`src/rtl/score_pkg.sv`:
```
// Shared constants and types for the score display scanner:
// segment codes, slot count, player-select codes and the snapshot layout.
package score_pkg;

  localparam int unsigned NUM_SLOTS = 6;

  localparam logic [6:0] SEG_BLANK = 7'h00;
  localparam logic [6:0] SEG_DASH  = 7'h40;

  // Active-high {g,f,e,d,c,b,a} codes; element k is digit k.
  localparam logic [9:0][6:0] SEG_DIGITS = {
    7'h6F, 7'h7F, 7'h07, 7'h7D, 7'h6D, 7'h66, 7'h4F, 7'h5B, 7'h06, 7'h3F
  };

  localparam logic [2:0] SEL_P1 = 3'b001;
  localparam logic [2:0] SEL_P2 = 3'b010;
  localparam logic [2:0] SEL_P3 = 3'b011;

  typedef struct packed {
    logic [7:0] a1;
    logic [7:0] a2;
    logic [7:0] a3;
    logic [2:0] chose;
  } snap_t;

  // True when the slot holds a digit of the player named by the select code.
  function automatic logic slot_selected(input logic [2:0] sel, input logic [2:0] slot);
    logic hit;
    hit = 1'b0;
    case (sel)
      SEL_P1:  hit = (slot[2:1] == 2'd0);
      SEL_P2:  hit = (slot[2:1] == 2'd1);
      SEL_P3:  hit = (slot[2:1] == 2'd2);
      default: hit = 1'b0;
    endcase
    return hit;
  endfunction

endpackage

```
`src/rtl/bcd_to_seg.sv`:
```
// Combinational BCD nibble to active-high seven-segment code, with optional
// blanking of a zero digit and a dash for non-BCD nibbles.
module bcd_to_seg
  import score_pkg::*;
(
  input  logic [3:0] digit_i,
  input  logic       blank_zero_i,
  output logic [6:0] seg_o
);

  always_comb begin
    seg_o = SEG_DASH;
    if (blank_zero_i && (digit_i == 4'd0)) begin
      seg_o = SEG_BLANK;
    end else if (digit_i <= 4'd9) begin
      seg_o = SEG_DIGITS[digit_i];
    end
  end

endmodule

```
`src/rtl/score_display_scan.sv`:
```
// Time-multiplexed 6-digit display of three BCD player scores with input
// synchronisation, coherent snapshot, guard cycles and selected-player blink.
module score_display_scan
  import score_pkg::*;
#(
  parameter int unsigned REFRESH_DIV = 50000,
  parameter int unsigned BLINK_DIV   = 25,
  parameter bit          ACTIVE_LOW  = 1'b1
) (
  input  logic       clock,
  input  logic       reset_n,
  input  logic [7:0] a1,
  input  logic [7:0] a2,
  input  logic [7:0] a3,
  input  logic [2:0] chose,
  output logic [6:0] seg,
  output logic [5:0] dig_en,
  output logic       frame_tick
);

  localparam int unsigned PW = $clog2(REFRESH_DIV);
  localparam int unsigned FW = $clog2(BLINK_DIV + 1);
  localparam logic [PW-1:0] PRESC_LAST = PW'(REFRESH_DIV - 1);
  localparam logic [FW-1:0] FRAME_LAST = FW'(BLINK_DIV - 1);
  localparam logic [2:0]    SLOT_LAST  = 3'(NUM_SLOTS - 1);

  snap_t in_bus;
  snap_t sync1_q, sync2_q, prev_q, snap_q, snap_d;

  logic [PW-1:0] presc_q, presc_d;
  logic [2:0]    slot_q, slot_d;
  logic [FW-1:0] frame_q, frame_d;
  logic          blink_q, blink_d;
  logic [6:0]    seg_q, seg_d;
  logic [5:0]    dig_q, dig_d;
  logic          tick_q, tick_d;

  logic          slot_wrap, frame_wrap, blanked;
  logic [7:0]    score;
  logic [3:0]    nibble;
  logic [6:0]    dec_seg;

  assign in_bus = {a1, a2, a3, chose};

  bcd_to_seg u_bcd_to_seg (
    .digit_i      (nibble),
    .blank_zero_i (~slot_q[0]),
    .seg_o        (dec_seg)
  );

  always_comb begin
    // Only a value seen unchanged on two consecutive cycles is trusted.
    snap_d     = (sync2_q == prev_q) ? sync2_q : snap_q;
    slot_wrap  = (presc_q == PRESC_LAST);
    frame_wrap = slot_wrap && (slot_q == SLOT_LAST);
    presc_d    = slot_wrap ? '0 : presc_q + PW'(1);
    slot_d     = slot_q;
    if (slot_wrap) begin
      slot_d = frame_wrap ? 3'd0 : slot_q + 3'd1;
    end
    frame_d = frame_q;
    blink_d = blink_q;
    if (frame_wrap) begin
      if (frame_q == FRAME_LAST) begin
        frame_d = '0;
        blink_d = ~blink_q;
      end else begin
        frame_d = frame_q + FW'(1);
      end
    end
    tick_d = frame_wrap;
  end

  always_comb begin
    case (slot_q[2:1])
      2'd0:    score = snap_q.a1;
      2'd1:    score = snap_q.a2;
      default: score = snap_q.a3;
    endcase
    nibble  = slot_q[0] ? score[3:0] : score[7:4];
    blanked = blink_q && slot_selected(snap_q.chose, slot_q);
    seg_d   = blanked ? SEG_BLANK : dec_seg;
    // Count 0 of every slot is a guard cycle to suppress ghosting.
    dig_d   = (blanked || (presc_q == '0)) ? 6'h00 : (6'b000001 << slot_q);
  end

  always_ff @(posedge clock or negedge reset_n) begin
    if (!reset_n) begin
      sync1_q <= '0;
      sync2_q <= '0;
      prev_q  <= '0;
      snap_q  <= '0;
      presc_q <= '0;
      slot_q  <= '0;
      frame_q <= '0;
      blink_q <= 1'b0;
      seg_q   <= SEG_BLANK;
      dig_q   <= '0;
      tick_q  <= 1'b0;
    end else begin
      sync1_q <= in_bus;
      sync2_q <= sync1_q;
      prev_q  <= sync2_q;
      snap_q  <= snap_d;
      presc_q <= presc_d;
      slot_q  <= slot_d;
      frame_q <= frame_d;
      blink_q <= blink_d;
      seg_q   <= seg_d;
      dig_q   <= dig_d;
      tick_q  <= tick_d;
    end
  end

  assign seg        = ACTIVE_LOW ? ~seg_q : seg_q;
  assign dig_en     = ACTIVE_LOW ? ~dig_q : dig_q;
  assign frame_tick = tick_q;

endmodule

```
`config.mk`:
```
export PLATFORM = sky130hd
export DESIGN_NAME = score_display_scan
export DESIGN_NICKNAME = d
export VERILOG_FILES = /design/src/rtl/score_pkg.sv /design/src/rtl/bcd_to_seg.sv /design/src/rtl/score_display_scan.sv
export SDC_FILE = /design/constraint.sdc
export NUM_CORES = 1
export LEC_CHECK = 0
export CELL_PAD_IN_SITES_DETAIL_PLACEMENT = 1
export CELL_PAD_IN_SITES_GLOBAL_PLACEMENT = 2
export CORE_MARGIN = 2
export CORE_UTILIZATION = 25
export DETAILED_ROUTE_END_ITERATION = 6
export DONT_BUFFER_PORTS = 1
export PLACE_DENSITY = 0.63
export SLEW_MARGIN = 40
export SYNTH_ARGS = -nofsm -noshare
export SYNTH_HDL_FRONTEND = slang
export SYNTH_SLANG_ARGS = --single-unit
```
`constraint.sdc`:
```
create_clock -name clock -period 2.46 [get_ports clock]
set_input_delay 0.369 -clock clock [delete_from_list [all_inputs] [get_ports clock]]
set_output_delay 0.369 -clock clock [all_outputs]
set_load 0.03 [all_outputs]
```
# After elaboration in Yosys (flattened, before gate mapping)

Memories as Yosys holds them, arrays and structs flattened.
Index checks and enable logic that the tools add are counted.

Eq/ne operators: 9
Add/sub/neg operators: 3
Mux-type cells: 11
Order comparisons: 2
Reduce and logical (&&, ||, !) cells: 8
Bitwise operators: 4
Shift operators: 1

Operators by type and width:

| kind                                                   | number |
|---|---|
| two-way mux 7 bit                                      | 4 |
| == test 27 bit                                         | 1 |
| adder 16 x 1 -> 16 bit (second input constant)         | 1 |
| == test 16 bit (second input constant)                 | 1 |
| logical NOT 16 bit                                     | 1 |
| two-way mux 16 bit                                     | 1 |
| one-hot mux 8 bit (2 select lines)                     | 1 |
| inverter 7 bit                                         | 1 |
| == test 3 x 2 -> 1 bit (second input constant)         | 2 |
| two-way mux 6 bit                                      | 1 |
| inverter 6 bit                                         | 1 |
| << shifter 1 x 3 -> 6 bit (first input constant)       | 1 |
| adder 5 x 1 -> 5 bit (second input constant)           | 1 |
| == test 5 bit (second input constant)                  | 1 |
| < comparator 4 x 5 -> 1 bit (second input constant)    | 1 |
| two-way mux 5 bit                                      | 1 |
| less-or-equal comparator 4 bit (second input constant) | 1 |
| logical NOT 4 bit                                      | 1 |
| two-way mux 4 bit                                      | 1 |
| adder 3 x 1 -> 3 bit (second input constant)           | 1 |
| == test 3 x 1 -> 1 bit (second input constant)         | 1 |
| == test 3 bit (second input constant)                  | 1 |
| logical AND 1 bit                                      | 3 |
| two-way mux 3 bit                                      | 1 |
| other kinds (7)                                        | 8 |

Word-level logic and storage cells: 62
Bits in registers: 147
Memories: 1
Bits in read-only memories: 112
Output and inout bits: 14
Bits of input ports: 29

Memory list:

| name            | depth | bits a word | read ports | clocked after Yosys merged registers in | write ports | RTL line         | source |
|---|---|---|---|---|---|---|---|
| (no name shown) | 16    | 7           | 1          | 0                                       | 0           | bcd_to_seg.sv:16 | `seg_o = SEG_DIGITS[digit_i];` |

# Longest topological paths before layout

Gate-level depths: netlist (run 1).

Depth after elaboration: 8
Gate-level depth with buffers: 11
Mapped depth without buffers: 10

# By module

A second synthesis (run 1) with hierarchy kept.

Cells, all modules: 403
Area total of the unflattened synthesis: 5550.3 um2

Modules (own cells, without submodules):

| module             | times used | area an instance (um2) | sequential area each (um2) | cells each |
|---|---|---|---|---|
| score_display_scan | 1          | 5343.9                 | 3678.5                     | 374 |
| bcd_to_seg         | 1          | 206.4                  | 0.0                        | 29 |

# Worst setup path after synthesis (run 1)

OpenSTA, ideal clock, no wires.

Path type: register -> register
Start: register slot_q[1]
End: register seg_q[4]
Setup slack: 0.031 ns
Clock period less this slack: 2.429 ns
Cell stages (with the launch flop): 9
Required time: 2.359 ns
Arrival: 2.329 ns
Setup time: 0.101 ns
Buffers on the path: 1
Path through: dfrtp_1 > buf_4 > mux2_2 > mux4_2 > inv_1 > ha_1 > nor2_1 > or3b_2 > o32ai_1

Cells in the longest elaborated chain, start to end: 8
Elaborated cells between the ends (all ways): 15
Those cells by class: order compare: 1; eq/ne: 2; mux: 7; reduce/logical: 4; memory: 1

RTL lines:

| element                                                     | RTL line                                                   | source |
|---|---|---|
| from (decl)                                                 | score_display_scan.sv:31                                   | `logic [2:0] slot_q, slot_d;` |
| from (signal assigned)                                      | score_display_scan.sv:106                                  | `slot_q <= slot_d;` |
| == test 2 x 1 -> 1 bit or logical NOT 2 bit (tied branches) | score_pkg.sv:32, score_display_scan.sv:75, score_pkg.sv:31 |  |
| one-hot mux 8 bit (2 select lines)                          | score_display_scan.sv:75                                   | `case (slot_q[2:1])` |
| two-way mux 4 bit                                           | score_display_scan.sv:80                                   | `nibble = slot_q[0] ? score[3:0] : score[7:4];` |
| memory read (16 x 7 bit)                                    | n/a                                                        |  |
| two-way mux 7 bit (not written as such)                     | bcd_to_seg.sv:16                                           |  |
| two-way mux 7 bit                                           | bcd_to_seg.sv:15                                           | `end else if (digit_i <= 4'd9) begin` |
| two-way mux 7 bit                                           | bcd_to_seg.sv:13                                           | `if (blank_zero_i && (digit_i == 4'd0)) begin` |
| two-way mux 7 bit (*)                                       | score_display_scan.sv:82                                   | `seg_d = blanked ? SEG_BLANK : dec_seg;` |
| net seg_d[4]                                                | score_display_scan.sv:34                                   | `logic [6:0] seg_q, seg_d;` |
| to (signal assigned)                                        | score_display_scan.sv:109                                  | `seg_q <= seg_d;` |
| to (decl)                                                   | score_display_scan.sv:34                                   |  |

The timed path passes the listed nets; every way through them passes the cells marked *. The select of a mux whose other input is x is not followed.
A chain may end at the register's enable or synchronous reset.

# Worst setup path after layout (run 1)

Start: register slot_q[1]
End: register seg_q[2]

Same word-level chain as after synthesis.

==> results of run 1 <==
## through the flow
stage / instance area (sq um) / hold WS [ns] / worst slack, ns / std cells / setup TNS, ns
after global routing: 6903 / -0.3836 / 0.01877 / 753 / 0
final: 6903 / -0.3468 / 0.1298 / 753 / 0
after CTS: 6859 / -0.3742 / 0.04526 / 750 / 0
after floorplan: 5647 / 0.07341 / 0.03057 / 409 / 0
after detailed placement: 6038 / 0.07819 / -0.07773 / 690 / -0.07773
after global placement: 6038 / 0.07822 / 0.05728 / 690 / 0
## power by group through the flow
stage	clock (mW)	sequential, mW	combinational [mW]
floorplan	0	2.56	0.0364
global placement	0	2.57	0.0410
detailed placement	0	2.57	0.0420
CTS	2.34	2.53	0.0773
global route	2.47	2.54	0.0840
finish	2.26	2.53	0.0758
## cells by family (layout without fill, tap and decap cells)
kind of cell | after synthesis | after routing | share of synthesized area, %
adders and majority gates | 14 | 14 | 3.102
muxes | 48 | 48 | 10.17
AOI/OAI and AO/OA | 28 | 28 | 3.102
xor gates and xnor gates | 42 | 42 | 6.514
and+or+nand+nor | 93 | 93 | 9.130
DFF | 147 | 147 | 65.15
buffers and inverters | 37 | 101 | 2.836
## layer usage
layer / vias up / part of all wire (%) / track usage, %
met2: 46 / 45 / 14.78
met3: 7 / 3.9 / 3.727
met1: 1595 / 50 / 12.79
met4: 0 / 1.3 / 3.571
li1: 1488 / - / -
met5: - / 0 / 0
## layout by cell type (no fill, tap or decap), types with 3 or more instances in the layout
| cell type | synthesis | routed |
|---|---|---|
| sky130_fd_sc_hd__mux2i_1 | 9 | 9 |
| sky130_fd_sc_hd__nand4b_1 | 3 | 3 |
| sky130_fd_sc_hd__a21oi_1 | 7 | 7 |
| sky130_fd_sc_hd__xnor2_1 | 17 | 17 |
| sky130_fd_sc_hd__xor2_1 | 25 | 25 |
| sky130_fd_sc_hd__inv_1 | 28 | 27 |
| sky130_fd_sc_hd__nor4_1 | 5 | 5 |
| sky130_fd_sc_hd__clkinv_2 | 0 | 5 |
| sky130_fd_sc_hd__mux4_2 | 4 | 4 |
| sky130_fd_sc_hd__and2_1 | 5 | 5 |
| sky130_fd_sc_hd__o21ai_0 | 9 | 9 |
| sky130_fd_sc_hd__ha_1 | 14 | 11 |
| sky130_fd_sc_hd__nand2_1 | 13 | 13 |
| sky130_fd_sc_hd__ha_2 | 0 | 3 |
| sky130_fd_sc_hd__dfrtp_1 | 147 | 146 |
| sky130_fd_sc_hd__nor3_1 | 6 | 6 |
| sky130_fd_sc_hd__mux2_2 | 33 | 32 |
| sky130_fd_sc_hd__dlygate4sd3_1 | 0 | 27 |
| sky130_fd_sc_hd__clkbuf_16 | 0 | 17 |
| sky130_fd_sc_hd__nand3_1 | 13 | 13 |
| sky130_fd_sc_hd__buf_4 | 1 | 12 |
| sky130_fd_sc_hd__a21o_1 | 3 | 3 |
| sky130_fd_sc_hd__clkinv_4 | 0 | 3 |
| sky130_fd_sc_hd__nor2_1 | 27 | 27 |
| sky130_fd_sc_hd__clkbuf_1 | 3 | 3 |
| sky130_fd_sc_hd__nand4_1 | 6 | 6 |
## worst max-delay path: cells and delay by family, from the launching register on
kind | cells | cell delay [ns]
buf+inv | 3 | 0.43
simple gates | 1 | 0.63
compound gates | 3 | 0.69
flops | 1 | 0.44
## cell usage after synthesis (all sizes together) (2+ instances only)
cell    count  area share, %
dfrtp     147             65
a21o        3           0.40
inv        29            1.9
and2        6           0.66
o211ai      2           0.27
nor3        6           0.53
or3         2           0.22
mux4        4            1.6
nor2       27            1.8
nand3      13            1.2
a21oi       7           0.62
clkbuf      3           0.20
xnor2      17            2.6
buf         5           0.71
nand2      13           0.86
xor2       25            3.9
ha         14            3.1
mux2       35            7.0
mux2i       9            1.6
nor4        7            1.3
nand4b      3           0.47
nand4       6           0.66
o21ai       9           0.80
and3        2           0.22
## worst paths after layout
path | end | slack [ns] | cells past startpoint
min in group clock | sync2_q[12] | 0.35 | 0
min reg2reg | sync2_q[12] | 0.35 | 0
max in group asynchronous | seg_q[1] | 2.60 | 0
min | sync1_q[25] | -0.35 | 0
max | seg_q[2] | 0.13 | 7
max reg2reg | seg_q[2] | 0.13 | 7
## sequential cells by signal (all words and copies together) (netlist names)
signal and cells:
dig_q 6, slot_q 3, presc_q 16, sync2_q 27, sync1_q 27, prev_q 27, frame_q 5, blink_q 1
frame_tick 1, seg_q 7, snap_q 27
## cell type report
| class | instances | area [sq um] |
|---|---|---|
| repair buffers | 41 | 400.4 |
| fillers | 2375 | 15120 |
| inverters | 29 | 108.9 |
| clock inverters | 9 | 58.81 |
| well taps | 280 | 350.3 |
| clock buffers | 22 | 464.2 |
| multi-input cells | 225 | 1841 |
| flip-flops and latches | 147 | 3680 |
## what timing repair did
| action | in CTS | in global routing |
|---|---|---|
| gates resized for setup | 3 | 6 |
| hold endpoints to repair | 174 | 147 |
| setup buffers | 2 | 3 |
| pin swaps | 1 | 0 |
| endpoints found under the setup margin | 1 | 1 |
==> flow_summary.json, run 1 <==
{
  "tritoncts": "done",
  "synth_area_sq_um": 5647,
  "avgSynthCellArea_sq_um": 13.81,
  "clkLatencyLatePin_ns": 0.41,
  "rsz_0062_raised_after_global_routing": "false",
  "share_of_layout_cells_above_drive_strength_1_pct": 19.24,
  "io_buffers": 0,
  "ctsLongestPathBuffers": 2,
  "postCtsHoldBufs": 27,
  "cpPeakStageDelay_ns": 0.63,
  "htree_num_levels": 4,
  "yosysWarningCount": 0,
  "hold_slack_ns": -0.3468,
  "path_class": "flip-flop to flip-flop",
  "critPathLaunchType": "flip-flop",
  "clock_power_share_pct": 46.5,
  "routed_via_density": 4.165,
  "num_antenna_cells": 0,
  "route.detailed.drc": 0,
  "first_pass_grt_wire_length_mm": 18.01,
  "asyncSetResetFlopFracSynth_pct": 100.0,
  "cts-buffers-inserted": 17,
  "timing.max_slew.rel_slack_pct": 71.72,
  "dr_total_vias": 3136,
  "total_leakage_power_nw": 3.100,
  "grt_max_degree": 148,
  "report.final.hold_viol_count": 147,
  "final_antenna_violating_net_count": 0,
  "ys_seq_area_share_pct": 65.15,
  "number_of_antenna_violations_at_the_first_check_in_global_routing": 0,
  "failed_checks": "hold timing",
  "cpMaxStageDelayCell": "sky130_fd_sc_hd__or4b_2",
  "final.min_clock_period_ns": 2.330,
  "cts.sink_count": 147,
  "postSynthCellCount": 409,
  "via_count_of_the_first_global_routing_pass": 3428,
  "dieArea_sq_um": 23810,
  "globalRouteTotalUtil_pct": 9.769,
  "hold_path.class": "primary input to asynchronous set/reset pin",
  "timing.final.setup_violations": 0,
  "finalCritPeriodShare_pct": 94.72,
  "crit_path_cell_trace": "buf_12 -> or4b_2 -> a311oi_1 -> a41o_1 -> buf_4 -> buf_4 -> a21oi_1",
  "power.switching_fraction_pct": 20.49,
  "area_growth_syn_to_layout_pct": 22.25,
  "net_count_after_synthesis": 452,
  "timing.critical_path.required_ns": 2.73,
  "fin_util_pct": 31.34,
  "flop_and_latch_count_out_of_synthesis": 147,
  "drt-pass1-iter-count": 4,
  "seq_power_share_pct": 52.0,
  "drt_iter0_markers": 108,
  "power_density_nw_per_um2": 705.0,
  "design.final.nets": 504,
  "drv_slew": 0,
  "detailed_place_hpwl_mm": 7.349,
  "worst_setup_path_end_kind": "flip-flop",
  "finalWirelength_mm": 10.62,
  "timing.critical_path.arrival_ns": 2.60,
  "fin_skew_ns": 0.009538,
  "routabilityCongestion": 0.7278,
  "die-height_um": 154.3,
  "fin_total_pwr_mw": 4.867,
  "top_level_ports": 43,
  "switching_power_mw": 0.9971,
  "beginning_of_the_worst_register_to_register_path": "slot_q[1]",
  "grt_overflow": 0,
  "outcome": "finished, violations left",
  "die_w_um": 154.3,
  "ys_types": 45,
  "post_drt_wl_per_cell_um": 14.10,
  "clock.fmax_ghz": 0.4291,
  "initial_core_util_pct": 25.64,
  "drv.max_cap_violation_count": 0,
  "critical_path.max_fanout": 13,
  "ir_drop_v": 0.0004371,
  "core.rowCount": 54,
  "synth_edf_count": 0,
  "cts.root.buffer_cell": "sky130_fd_sc_hd__clkbuf_16",
  "synth_top_flop_cell": "sky130_fd_sc_hd__dfrtp_1",
  "cts.reportedPaths.clkPinSlew_ns": 0.06,
  "critical_path_source": "slot_q[1]",
  "pwr-share-comb_pct": 1.6,
  "timing_worst_slew_pin_value_ns": 0.4213,
  "area_of_the_core_sq_um": 22030,
  "p_int_mw": 3.869,
  "path_common_cell": "sky130_fd_sc_hd__buf_4"
}
No activity file was read; power rests on OpenSTA's default activity.
==> run 2: changes to the inputs <==
--- a/config.mk
+++ b/config.mk
@@ -7,11 +7,11 @@
 export LEC_CHECK = 0
 export CELL_PAD_IN_SITES_DETAIL_PLACEMENT = 1
 export CELL_PAD_IN_SITES_GLOBAL_PLACEMENT = 2
-export CORE_MARGIN = 2
+export CORE_MARGIN = 5
 export CORE_UTILIZATION = 25
 export DETAILED_ROUTE_END_ITERATION = 6
 export DONT_BUFFER_PORTS = 1
-export PLACE_DENSITY = 0.63
+export PLACE_DENSITY = 0.61
 export SLEW_MARGIN = 40
 export SYNTH_ARGS = -nofsm -noshare
 export SYNTH_HDL_FRONTEND = slang
==> constraint.sdc (replaced) <==
create_clock -name clock -period 2.5 [get_ports clock]
set_input_delay 0.375 -clock clock [delete_from_list [all_inputs] [get_ports clock]]
set_output_delay 0.375 -clock clock [all_outputs]
set_load 0.03 [all_outputs]
==> run 2 against run 1 <==
The run still ends with hold timing left. Largest power group unchanged. Final cell count is 0.80% higher. Via count is 2.0% higher. Critical path depth stayed put. Utilization is 0.47 points lower. Highest routed layer unchanged. Sequential cell count stayed put. Sequential power is 2% lower.
==> flow_summary.json, run 2 (synthesis gave the netlist of run 1 again) <==
{
  "share_of_layout_cells_above_drive_strength_1_pct": 19.62,
  "report.final.hold_viol_count": 147,
  "area_growth_syn_to_layout_pct": 22.62,
  "post_cts.repair.setup_buffers": 0,
  "postCtsHoldBufs": 27,
  "place_area_sq_um": 6070,
  "cts.root.buffer_cell": "sky130_fd_sc_hd__clkbuf_16",
  "number_of_antenna_violations_at_the_first_check_in_global_routing": 0,
  "fin_skew_ns": 0.01270,
  "final_antenna_violating_net_count": 0,
  "die-height_um": 160.3,
  "timing.max_slew.rel_slack_pct": 74.29,
  "layout_filler_cell_count": 2388,
  "total_leakage_power_nw": 3.112,
  "core.rowCount": 55,
  "cts.sink_count": 147,
  "htree_num_levels": 4,
  "design_area_sq_um": 6924,
  "routabilityCongestion": 0.7250,
  "final.setup.tns_ns": 0,
  "num_antenna_cells": 0,
  "clock.fmax_ghz": 0.4246,
  "design.final.nets": 504,
  "grt_max_degree": 148,
  "cpMaxStageDelayCell": "sky130_fd_sc_hd__mux4_2",
  "power.switching_fraction_pct": 23.49,
  "dr_total_vias": 3200,
  "cts.reportedPaths.clkPinSlew_ns": 0.07,
  "timing.critical_path.arrival_ns": 2.67,
  "fin_total_pwr_mw": 4.991,
  "finalCritPeriodShare_pct": 94.21,
  "failed_checks": "hold timing",
  "finalWirelength_mm": 10.95,
  "most_frequent_standard_cell_in_the_layout_excluding_fill_and_tap_cells": "sky130_fd_sc_hd__dfrtp_1",
  "tritoncts": "done",
  "clkLatencyLatePin_ns": 0.43,
  "drv.max_cap_violation_count": 0,
  "first_pass_grt_wire_length_mm": 18.64,
  "pwr-share-comb_pct": 1.5,
  "outcome": "finished, violations left",
  "post_drt_wl_per_cell_um": 14.43,
  "path_class": "flip-flop to flip-flop",
  "preCtsSetupSlack_ns": 0.04164,
  "routed_via_density": 4.216,
  "dieArea_sq_um": 25690,
  "io_buffers": 0,
  "cpPeakStageDelay_ns": 0.52,
  "p_int_mw": 3.818,
  "critical_path.max_fanout": 4,
  "worst_setup_path_end_kind": "flip-flop",
  "ctsLongestPathBuffers": 2,
  "grt_overflow": 0,
  "seq_power_share_pct": 49.8,
  "crit_path_cell_trace": "mux2_2 -> mux4_2 -> inv_2 -> ha_2 -> nor2_1 -> or3b_2 -> o32ai_1",
  "final.min_clock_period_ns": 2.355,
  "cts-buffers-inserted": 17,
  "drv_slew": 0,
  "timing.critical_path.required_ns": 2.82,
  "globalRouteTotalUtil_pct": 9.104,
  "via_count_of_the_first_global_routing_pass": 3476,
  "finalWorstSetupSlack_ns": 0.1448,
  "drt_iter0_markers": 172,
  "timing.final.setup_violations": 0,
  "initial_core_util_pct": 25.17,
  "multi_input_area_sq_um": 1823,
  "hold_slack_ns": -0.3483,
  "drt-pass1-iter-count": 4,
  "switching_power_mw": 1.173,
  "power_density_nw_per_um2": 720.8,
  "ir_drop_v": 0.0003688,
  "detailed_place_hpwl_mm": 7.475,
  "top_level_ports": 43,
  "critPathLaunchType": "flip-flop",
  "commonest_cells_after_routing_fill_and_taps_aside": "sky130_fd_sc_hd__dfrtp_1, sky130_fd_sc_hd__mux2_2, sky130_fd_sc_hd__inv_1, sky130_fd_sc_hd__nor2_1, sky130_fd_sc_hd__dlygate4sd3_1",
  "rsz_0062_raised_after_global_routing": "false",
  "r2r_slack_ns": 0.14,
  "seqCellArea_sq_um": 3680,
  "timing_worst_slew_pin_value_ns": 0.3827,
  "hold_path.class": "primary input to asynchronous set/reset pin",
  "clock_power_share_pct": 48.7,
  "die_w_um": 160.3,
  "route.detailed.drc": 0,
  "area_of_the_core_sq_um": 22430
}
[run 2: cell count changes in the layout (fill, tap and decap cells not counted), sizes merged]
cell    before  now
inv         29   38
clkbuf      22   18
clkinv       8    4
[run 2: final timing paths]
kind	cells after the start	end	startpoint
worst max-delay path	7	seg_q[4]	slot_q[1]
worst min-delay path	0	sync1_q[13]	reset_n
worst max register to register	7	seg_q[4]	slot_q[1]
worst min register to register	0	sync2_q[14]	sync1_q[14]
max in group asynchronous	0	prev_q[25]	reset_n
min in group clock	0	sync2_q[14]	sync1_q[14]
[run 2: layout make-up]
class	count	share of cell area, %
Sequential cell	147	53.14
Multi-Input combinational cell	225	26.33
Clock buffer	18	6.198
Timing Repair Buffer	41	5.656
Tap cell	285	5.150
Clock inverter	14	1.952
Inverter	29	1.572
[run 2: power groups by stage]
stage	Clock (mW)	Combinational, mW	Sequential, mW
6_report	2.43	0.0766	2.48
5_1_grt	2.65	0.0847	2.49
4_1_cts	2.54	0.0767	2.49
3_5_place_dp	0	0.0429	2.53
3_3_place_gp	0	0.0410	2.53
2_1_floorplan	0	0.0359	2.52
[run 2: timing repair]
item / in CTS / in global routing
hold endpoints to repair: 174 / 147
setup endpoints to repair: 0 / 27
gates resized for setup: 0 / 7
[run 2: worst max-delay path: cells and delay by family (launching register included)]
kind | cells | cell delay, ns
AOI/OAI and AO/OA | 1 | 0.14
adders and majority gates | 1 | 0.20
buffers and inverters | 1 | 0.11
DFF | 1 | 0.41
muxes | 2 | 0.86
and+or+nand+nor | 2 | 0.52
[run 2: routing by layer]
metal	GRT usage, %	routed length (um)	share of wire (%)
met3	2.874	384	3.5
met5	0	0	0
met1	12.23	5222	48
met2	13.66	5180	47
met4	3.754	161	1.5
[run 2: per-stage QoR]
stage,cells,utilization [%]
floorplan,409,-
global placement,700,27.06
detailed placement,700,27.06
CTS,759,30.78
global route,759,30.86
finish,759,30.86
